--- src/rtl/wptr_pkg.sv ---
// Shared helpers for the async FIFO write-side pointer logic: Gray/binary
// conversion sized by a width argument, plus the drop-counter width.
package wptr_pkg;

  localparam int unsigned MAX_PTR_W  = 17;
  localparam int unsigned DROP_CNT_W = 16;

  function automatic logic [MAX_PTR_W-1:0] width_mask(input int unsigned w);
    logic [MAX_PTR_W-1:0] m;
    m = '0;
    for (int i = 0; i < MAX_PTR_W; i++) begin
      if (i < w) m[i] = 1'b1;
    end
    return m;
  endfunction

  function automatic logic [MAX_PTR_W-1:0] bin2gray(input logic [MAX_PTR_W-1:0] b,
                                                    input int unsigned w);
    logic [MAX_PTR_W-1:0] bm;
    bm = b & width_mask(w);
    return bm ^ (bm >> 1);
  endfunction

  // Each binary bit is the XOR of all Gray bits at or above it.
  function automatic logic [MAX_PTR_W-1:0] gray2bin(input logic [MAX_PTR_W-1:0] g,
                                                    input int unsigned w);
    logic [MAX_PTR_W-1:0] gm;
    logic [MAX_PTR_W-1:0] b;
    gm = g & width_mask(w);
    b  = '0;
    for (int i = 0; i < MAX_PTR_W; i++) begin
      b[i] = ^(gm >> i);
    end
    return b;
  endfunction

endpackage

--- src/rtl/gray2bin_comb.sv ---
// Combinational Gray-to-binary converter used on the synchronised read pointer.
module gray2bin_comb
  import wptr_pkg::*;
#(
  parameter int unsigned W = 5
) (
  input  logic [W-1:0] i_gray,
  output logic [W-1:0] o_bin
);

  assign o_bin = W'(gray2bin(MAX_PTR_W'(i_gray), W));

endmodule

--- src/rtl/wptr_full_level.sv ---
// Write-domain pointer/flag controller for the async FIFO: write address, Gray
// pointer, full, almost-full, fill level and sticky overflow.
// Optional drop counter is compiled in with `define WPTR_DROP_CNT_EN.
module wptr_full_level
  import wptr_pkg::*;
#(
  parameter int unsigned ADDR_W    = 4,
  parameter int unsigned AFULL_RST = 2**ADDR_W - 2
) (
  input  logic                  wr_clk,
  input  logic                  wr_rst,
  input  logic                  wr_inc,
  input  logic [ADDR_W:0]       rd_ptr_sync,
  input  logic [ADDR_W:0]       afull_thresh,
  input  logic                  clr_ovf,
  output logic                  wr_en,
  output logic [ADDR_W-1:0]     wr_addr,
  output logic [ADDR_W:0]       wr_ptr,
  output logic                  full,
  output logic                  almost_full,
  output logic [ADDR_W:0]       wr_level,
  output logic                  overflow,
  output logic [DROP_CNT_W-1:0] drop_cnt
);

  localparam int unsigned PTR_W = ADDR_W + 1;

  logic [PTR_W-1:0] r_wbin;
  logic [PTR_W-1:0] r_wgray;
  logic             r_full;
  logic             r_afull;
  logic [PTR_W-1:0] r_level;
  logic             r_ovf;

  logic             w_push;
  logic             w_ovf_set;
  logic [PTR_W-1:0] w_wbin_next;
  logic [PTR_W-1:0] w_wgray_next;
  logic [PTR_W-1:0] w_rbin;
  logic [PTR_W-1:0] w_full_cmp;
  logic [PTR_W-1:0] w_level_next;
  logic [PTR_W-1:0] w_thr;
  logic             w_full_next;
  logic             w_afull_next;

  gray2bin_comb #(.W(PTR_W)) u_rd_g2b (
    .i_gray (rd_ptr_sync),
    .o_bin  (w_rbin)
  );

  assign w_push       = wr_inc & ~r_full;
  assign w_ovf_set    = wr_inc & r_full;
  assign w_wbin_next  = r_wbin + PTR_W'(w_push);
  assign w_wgray_next = PTR_W'(bin2gray(MAX_PTR_W'(w_wbin_next), PTR_W));

  // Full when the write pointer has lapped the read pointer by exactly one
  // trip: top two Gray bits inverted, the rest equal.
  assign w_full_cmp   = {~rd_ptr_sync[ADDR_W:ADDR_W-1], rd_ptr_sync[ADDR_W-2:0]};
  assign w_full_next  = (w_wgray_next == w_full_cmp);

  assign w_level_next = w_wbin_next - w_rbin;
  assign w_thr        = (afull_thresh == '0) ? PTR_W'(AFULL_RST) : afull_thresh;
  assign w_afull_next = (w_level_next >= w_thr);

  always_ff @(posedge wr_clk or posedge wr_rst) begin
    if (wr_rst) begin
      r_wbin  <= '0;
      r_wgray <= '0;
      r_full  <= 1'b0;
      r_afull <= 1'b0;
      r_level <= '0;
    end else begin
      r_wbin  <= w_wbin_next;
      r_wgray <= w_wgray_next;
      r_full  <= w_full_next;
      r_afull <= w_afull_next;
      r_level <= w_level_next;
    end
  end

  // A write rejected for fullness in the same cycle as a clear keeps the flag set.
  always_ff @(posedge wr_clk or posedge wr_rst) begin
    if (wr_rst) begin
      r_ovf <= 1'b0;
    end else if (w_ovf_set) begin
      r_ovf <= 1'b1;
    end else if (clr_ovf) begin
      r_ovf <= 1'b0;
    end
  end

`ifdef WPTR_DROP_CNT_EN
  logic [DROP_CNT_W-1:0] r_drop_cnt;

  always_ff @(posedge wr_clk or posedge wr_rst) begin
    if (wr_rst) begin
      r_drop_cnt <= '0;
    end else if (w_ovf_set) begin
      if (clr_ovf) begin
        r_drop_cnt <= DROP_CNT_W'(1);
      end else if (r_drop_cnt != {DROP_CNT_W{1'b1}}) begin
        r_drop_cnt <= r_drop_cnt + DROP_CNT_W'(1);
      end
    end else if (clr_ovf) begin
      r_drop_cnt <= '0;
    end
  end

  assign drop_cnt = r_drop_cnt;
`else
  assign drop_cnt = '0;
`endif

  assign wr_en       = w_push;
  assign wr_addr     = r_wbin[ADDR_W-1:0];
  assign wr_ptr      = r_wgray;
  assign full        = r_full;
  assign almost_full = r_afull;
  assign wr_level    = r_level;
  assign overflow    = r_ovf;

endmodule

--- config.mk ---
export PLATFORM = sky130hd
export DESIGN_NAME = wptr_full_level
export DESIGN_NICKNAME = d
export VERILOG_FILES = /design/src/rtl/wptr_pkg.sv /design/src/rtl/gray2bin_comb.sv /design/src/rtl/wptr_full_level.sv
export SDC_FILE = /design/constraint.sdc
export NUM_CORES = 1
export LEC_CHECK = 0
export BUFFER_PORTS_ARGS = -buffer_cell sky130_fd_sc_hd__buf_4
export CAP_MARGIN = 40
export CORE_ASPECT_RATIO = 0.8
export CORE_UTILIZATION = 45
export CTS_CLUSTER_DIAMETER = 80
export DETAILED_ROUTE_END_ITERATION = 8
export PLACE_DENSITY = 0.88
export SETUP_SLACK_MARGIN = 0.15
export SKIP_LAST_GASP = 1
export SYNTH_ARGS = -nofsm -noshare
export SYNTH_HDL_FRONTEND = slang
export SYNTH_HIERARCHICAL = 1
export SYNTH_SLANG_ARGS = --single-unit
--- constraint.sdc ---
create_clock -name wr_clk -period 4.2 [get_ports wr_clk]
set_input_delay 0.42 -clock wr_clk [delete_from_list [all_inputs] [get_ports wr_clk]]
set_output_delay 0.42 -clock wr_clk [all_outputs]
set_load 0.02 [all_outputs]
=== Word level (Yosys, flattened, before mapping) ===
Cells that the tools add are included.

* Register bits: 18
* Output and inout bits: 34
* Input port bits: 14
* Word-level logic and storage cells: 25

* Equal/unequal tests: 1
* Mux-type cells: 3
* $add $sub $neg: 2
* Reductions and logical operators: 7
* Bitwise gates (word level): 5
* $lt $le $gt $ge: 1

{| class="wikitable"
|+ Operators with widths
! kind !! number
|-
| $reduce_xor 17->1 || 5
|-
| $add 5x1->5 || 1
|-
| $eq 5x5->1 || 1
|-
| $ge 5x5->1 || 1
|-
| $logic_not 5->1 || 1
|-
| $mux 5 || 1
|-
| $sub 5x5->5 || 1
|-
| $xor 5x4->5 || 1
|-
| $and 1x1->1 || 2
|-
| $mux 1 || 2
|-
| $not 2->2 || 1
|-
| $reduce_bool 2->1 || 1
|-
| $not 1->1 || 1
|}

=== Logic depth before layout (Yosys ltp) ===
* Depth in word-level cells: 5
* Depth in mapped cells: 12
* Mapped depth without buffers: 12

=== Modules after synthesis ===
Netlist, hierarchy kept.

{| class="wikitable"
|+ Modules (own cells, without submodules)
! module !! instances !! area each (um^2) !! seq. area each (um^2) !! cells an instance
|-
| wptr_full_level || 1 || 1079.8 || 425.4 || 107
|-
| gray2bin_comb || 1 || 82.6 || 0.0 || 7
|}

=== Least setup slack after synthesis ===
Ideal clock, no wire load.

* Path type: register to register
* Start point: reg r_full (netlist: full)
* End point: reg r_afull (netlist: almost_full)
* Setup slack: 1.198 ns
* Stages on the path, launching flop included: 12
* Data required time: 4.074 ns
* Data arrival time: 2.876 ns
* Setup time: 0.126 ns
* Cells stage by stage: dfrtp_1 > nor2b_1 > ha_1 > ha_1 > xor2_1 > ha_1 > a21o_1 > a21oi_1 > xnor2_1 > ha_1 > nor2_1 > a21oi_1

* Cells in the longest elaborated chain, start to end: 5

{| class="wikitable"
|+ RTL lines
! element !! line !! source
|-
| start: declaration || wptr_full_level.sv:30 || <nowiki>logic r_full;</nowiki>
|-
| start signal: assignment || wptr_full_level.sv:75 || <nowiki>r_full <= w_full_next;</nowiki>
|-
| $not 1->1 || wptr_full_level.sv:51 || <nowiki>assign w_push = wr_inc & ~r_full;</nowiki>
|-
| $and 1x1->1 || wptr_full_level.sv:51 ||
|-
| via wr_en || wptr_full_level.sv:16 || <nowiki>output logic wr_en,</nowiki>
|-
| $add 5x1->5 || wptr_full_level.sv:53 || <nowiki>assign w_wbin_next = r_wbin + PTR_W'(w_push);</nowiki>
|-
| via w_wbin_next[2] || wptr_full_level.sv:37 || <nowiki>logic [PTR_W-1:0] w_wbin_next;</nowiki>
|-
| $sub 5x5->5 || wptr_full_level.sv:61 || <nowiki>assign w_level_next = w_wbin_next - w_rbin;</nowiki>
|-
| via w_level_next[4] || wptr_full_level.sv:41 || <nowiki>logic [PTR_W-1:0] w_level_next;</nowiki>
|-
| $ge 5x5->1 || wptr_full_level.sv:63 || <nowiki>assign w_afull_next = (w_level_next >= w_thr);</nowiki>
|-
| via w_afull_next || wptr_full_level.sv:44 || <nowiki>logic w_afull_next;</nowiki>
|-
| end signal: assignment || wptr_full_level.sv:76 || <nowiki>r_afull <= w_afull_next;</nowiki>
|-
| end: declaration || wptr_full_level.sv:31 || <nowiki>logic r_afull;</nowiki>
|}

The timed path passes the listed nets, and every way through them passes these cells.
A chain may end at the register's enable or synchronous reset.

=== Final worst setup path ===
* Start point: reg r_full (netlist: full)
* End point: reg r_afull (netlist: almost_full)

* Cells in the longest elaborated chain, start to end: 5

{| class="wikitable"
|+ RTL lines
! element !! line
|-
| $not 1->1 || wptr_full_level.sv:51
|-
| $and 1x1->1 || wptr_full_level.sv:51
|-
| $add 5x1->5 || wptr_full_level.sv:53
|-
| via w_wbin_next[2] || wptr_full_level.sv:37
|-
| $sub 5x5->5 || wptr_full_level.sv:61
|-
| via w_level_next[4] || wptr_full_level.sv:41
|-
| $ge 5x5->1 || wptr_full_level.sv:63
|-
| via w_afull_next || wptr_full_level.sv:44
|}

The timed path passes the listed nets, and every way through them passes these cells.

==> flow_metrics.env <==
export IMPL_status="completed"
export IMPL_relSlewSlack_pct=56.5
export IMPL_worst_path_max_fanout=5
export IMPL_insertedDiodeCount=0
export IMPL_die_h_um=47.5
export IMPL_synth_area_um2=1160
export IMPL_power_density_nw_per_um2=866
export IMPL_finalCriticalPeriod_ns=2.87
export IMPL_cts_resized_gates=0
export IMPL_routedWlPerCell_um=11.5
export IMPL_final_common_cell="buf_4"
export IMPL_cts_root_buf="clkbuf_4"
export IMPL_setup_viol=0
export IMPL_setup_slack_ns=1.33
export IMPL_grt_antenna_before_repair=0
export IMPL_vias=803
export IMPL_start_kind="flip-flop"
export IMPL_grt_max_degree=18
export IMPL_tightest_slew_ns=0.651
export IMPL_endpoint_kind="flip-flop"
export IMPL_drt_pass1_iter_count=4
export IMPL_hold_violations=0
export IMPL_vias_per_cell=4.41
export IMPL_wirelength_um=2090
export IMPL_cpPeakStageDelay_ns=0.41
export IMPL_ys_ff_latch=17
export IMPL_grt_util_all_layers_pct=15.5
export IMPL_cpMaxStageDelayCell="dfrtp_1"
export IMPL_clk_pin_slew_ns=0.10
export IMPL_rsz0062_at_grt="false"
export IMPL_clk_latency_ns=0.29
export IMPL_final_max_slew_viol_count=0
export IMPL_cp_arrival_ns=3.04
export IMPL_vdd_drop_max_mv=0.267
export IMPL_ctsHoldBuffers=0
export IMPL_dp_hpwl_um=1750
export IMPL_pre_cts_ws_ns=1.20
export IMPL_final_cell_mix="buf_4, dfrtp_1, conb_1"
export IMPL_layout_drive_gt1_share_pct=25.3
export IMPL_hp_class="input pin to async pin"
export IMPL_cap_violations=0
export IMPL_clockBufferDepth=2
export IMPL_critPathKind="flip-flop to flip-flop"
export IMPL_port_buffers=31
export IMPL_overflow=0
export IMPL_first_global_vias=698
export IMPL_crit_required_ns=4.37
export IMPL_num_rows=16
export IMPL_syn_to_final_growth_pct=19.7
export IMPL_die_area_um2=2790
export IMPL_syn_area_per_cell_um2=10.2
export IMPL_yosysSeqAreaShare_pct=36.6
export IMPL_grt_pass1_wl_um=3120
export IMPL_die_width_um=58.8
export IMPL_fmax_mhz=348
export IMPL_leakage_nw=0.723
export IMPL_drc=0
export IMPL_io_pins=48
export IMPL_post_cts_buffers=0
export IMPL_numCtsBuffers=3
export IMPL_core_um2=2440
export IMPL_clock_sinks=17
export IMPL_cts_tree="yes"
export IMPL_netlist_instances=114
export IMPL_min_period_over_period_pct=68.4
export IMPL_ys_warn_count=6
export IMPL_ant_nets=0
export IMPL_cp_cell_sequence="nor2b_1, ha_1, ha_1, xor2_1, ha_1, a21o_1, a21oi_1, xnor2_1, ha_1, nor2_1, a21oi_1"
export IMPL_initialDrtViolationCount=17
export IMPL_tns_ns=0
export IMPL_layout_nets=173
export IMPL_synth_distinct_cells=23
export IMPL_cts_htree_levels=1
export IMPL_crit_path_frequent_cell="ha_1"
export IMPL_gp_congestion=0.845
export IMPL_initial_core_util_pct=47.6
export IMPL_skew_ns=0.00346
cell type report:
type	count	area, um2
Clock buffer	4	26.3
Fill cell	207	1050
Inverter	14	52.6
Multi-Input combinational cell	80	609
Sequential cell	17	425
Tap cell	36	45.0
Timing Repair Buffer	31	233
cell usage after synthesis, drive strengths merged:
cell,instances,area [um2]
a221oi,1,15.0
ha,11,138
conb,1,3.75
inv,14,52.6
nor2b,2,12.5
fa,1,20.0
or3,2,12.5
nand2,3,11.3
a21oi,4,20.0
buf,17,128
a21o,2,15.0
nor4,3,18.8
xor2,10,95.1
clkbuf,1,3.75
xnor2,12,113
nor2,5,18.8
nand2b,1,6.26
dfrtp,17,425
o21ai,2,10.0
nand3,4,20.0
xor3,1,23.8
per-layer routing:
metal	global-route usage (%)	share of wire [%]
met3	2.16	5.3
met2	29.5	52
met1	18.3	42
met5	0	0
met4	6.19	0.96
critical path: cells and delay by family, from the launching register on:
| family | cells | cell delay, ns |
|---|---|---|
| xor+xnor | 2 | 0.57 |
| simple gates | 2 | 0.26 |
| flops | 1 | 0.41 |
| compound gates | 3 | 0.42 |
| fa+ha+maj | 4 | 1.10 |
where the power goes:
part | switching [mW] | internal [mW]
Combinational | 0.460 | 0.360
Clock | 0.0500 | 0.0369
Sequential | 0.0449 | 0.254
flip-flops by register name, indices dropped and copies added, names as in the netlist:
register	count
r_wbin	5
almost_full	1
full	1
overflow	1
wr_ptr	4
wr_level	5
per-stage QoR:
step                power, mW  area, um2  hold WS (ns)  util, %  cells
floorplan               0.886       1220         0.346        -    129
detailed placement       1.13       1370         0.536     55.9    178
global placement         1.09       1370         0.497     55.9    178
CTS                      1.22       1390         0.232     57.0    182
finish                   1.21       1390         0.215     57.0    182
global route             1.32       1390         0.270     57.0    182
path summary, 6_finish.rpt:
| check | startpoint | endpoint | slack, ns | cells past startpoint |
|---|---|---|---|---|
| max in group asynchronous | wr_rst | wr_ptr[3] | 3.57 | 2 |
| hold reg to reg | overflow | overflow | 0.54 | 2 |
| setup reg to reg | full | almost_full | 1.33 | 11 |
| setup / recovery | full | almost_full | 1.33 | 11 |
| hold / removal | wr_rst | wr_level[1] | 0.21 | 2 |
| min in group wr_clk | clr_ovf | overflow | 0.32 | 2 |
kinds of logic after synthesis:
group	count (synthesis)	synth area share, %
other	1	0.323
AO/OA/AOI/OAI	9	5.17
XOR/XNOR	23	19.9
AND/OR/NAND/NOR	20	8.61
buffers and inverters	32	15.8
flip-flops	17	36.6
adder cells (fa/ha/maj)	12	13.6
Note: power is estimated with default switching activity, not from simulation.
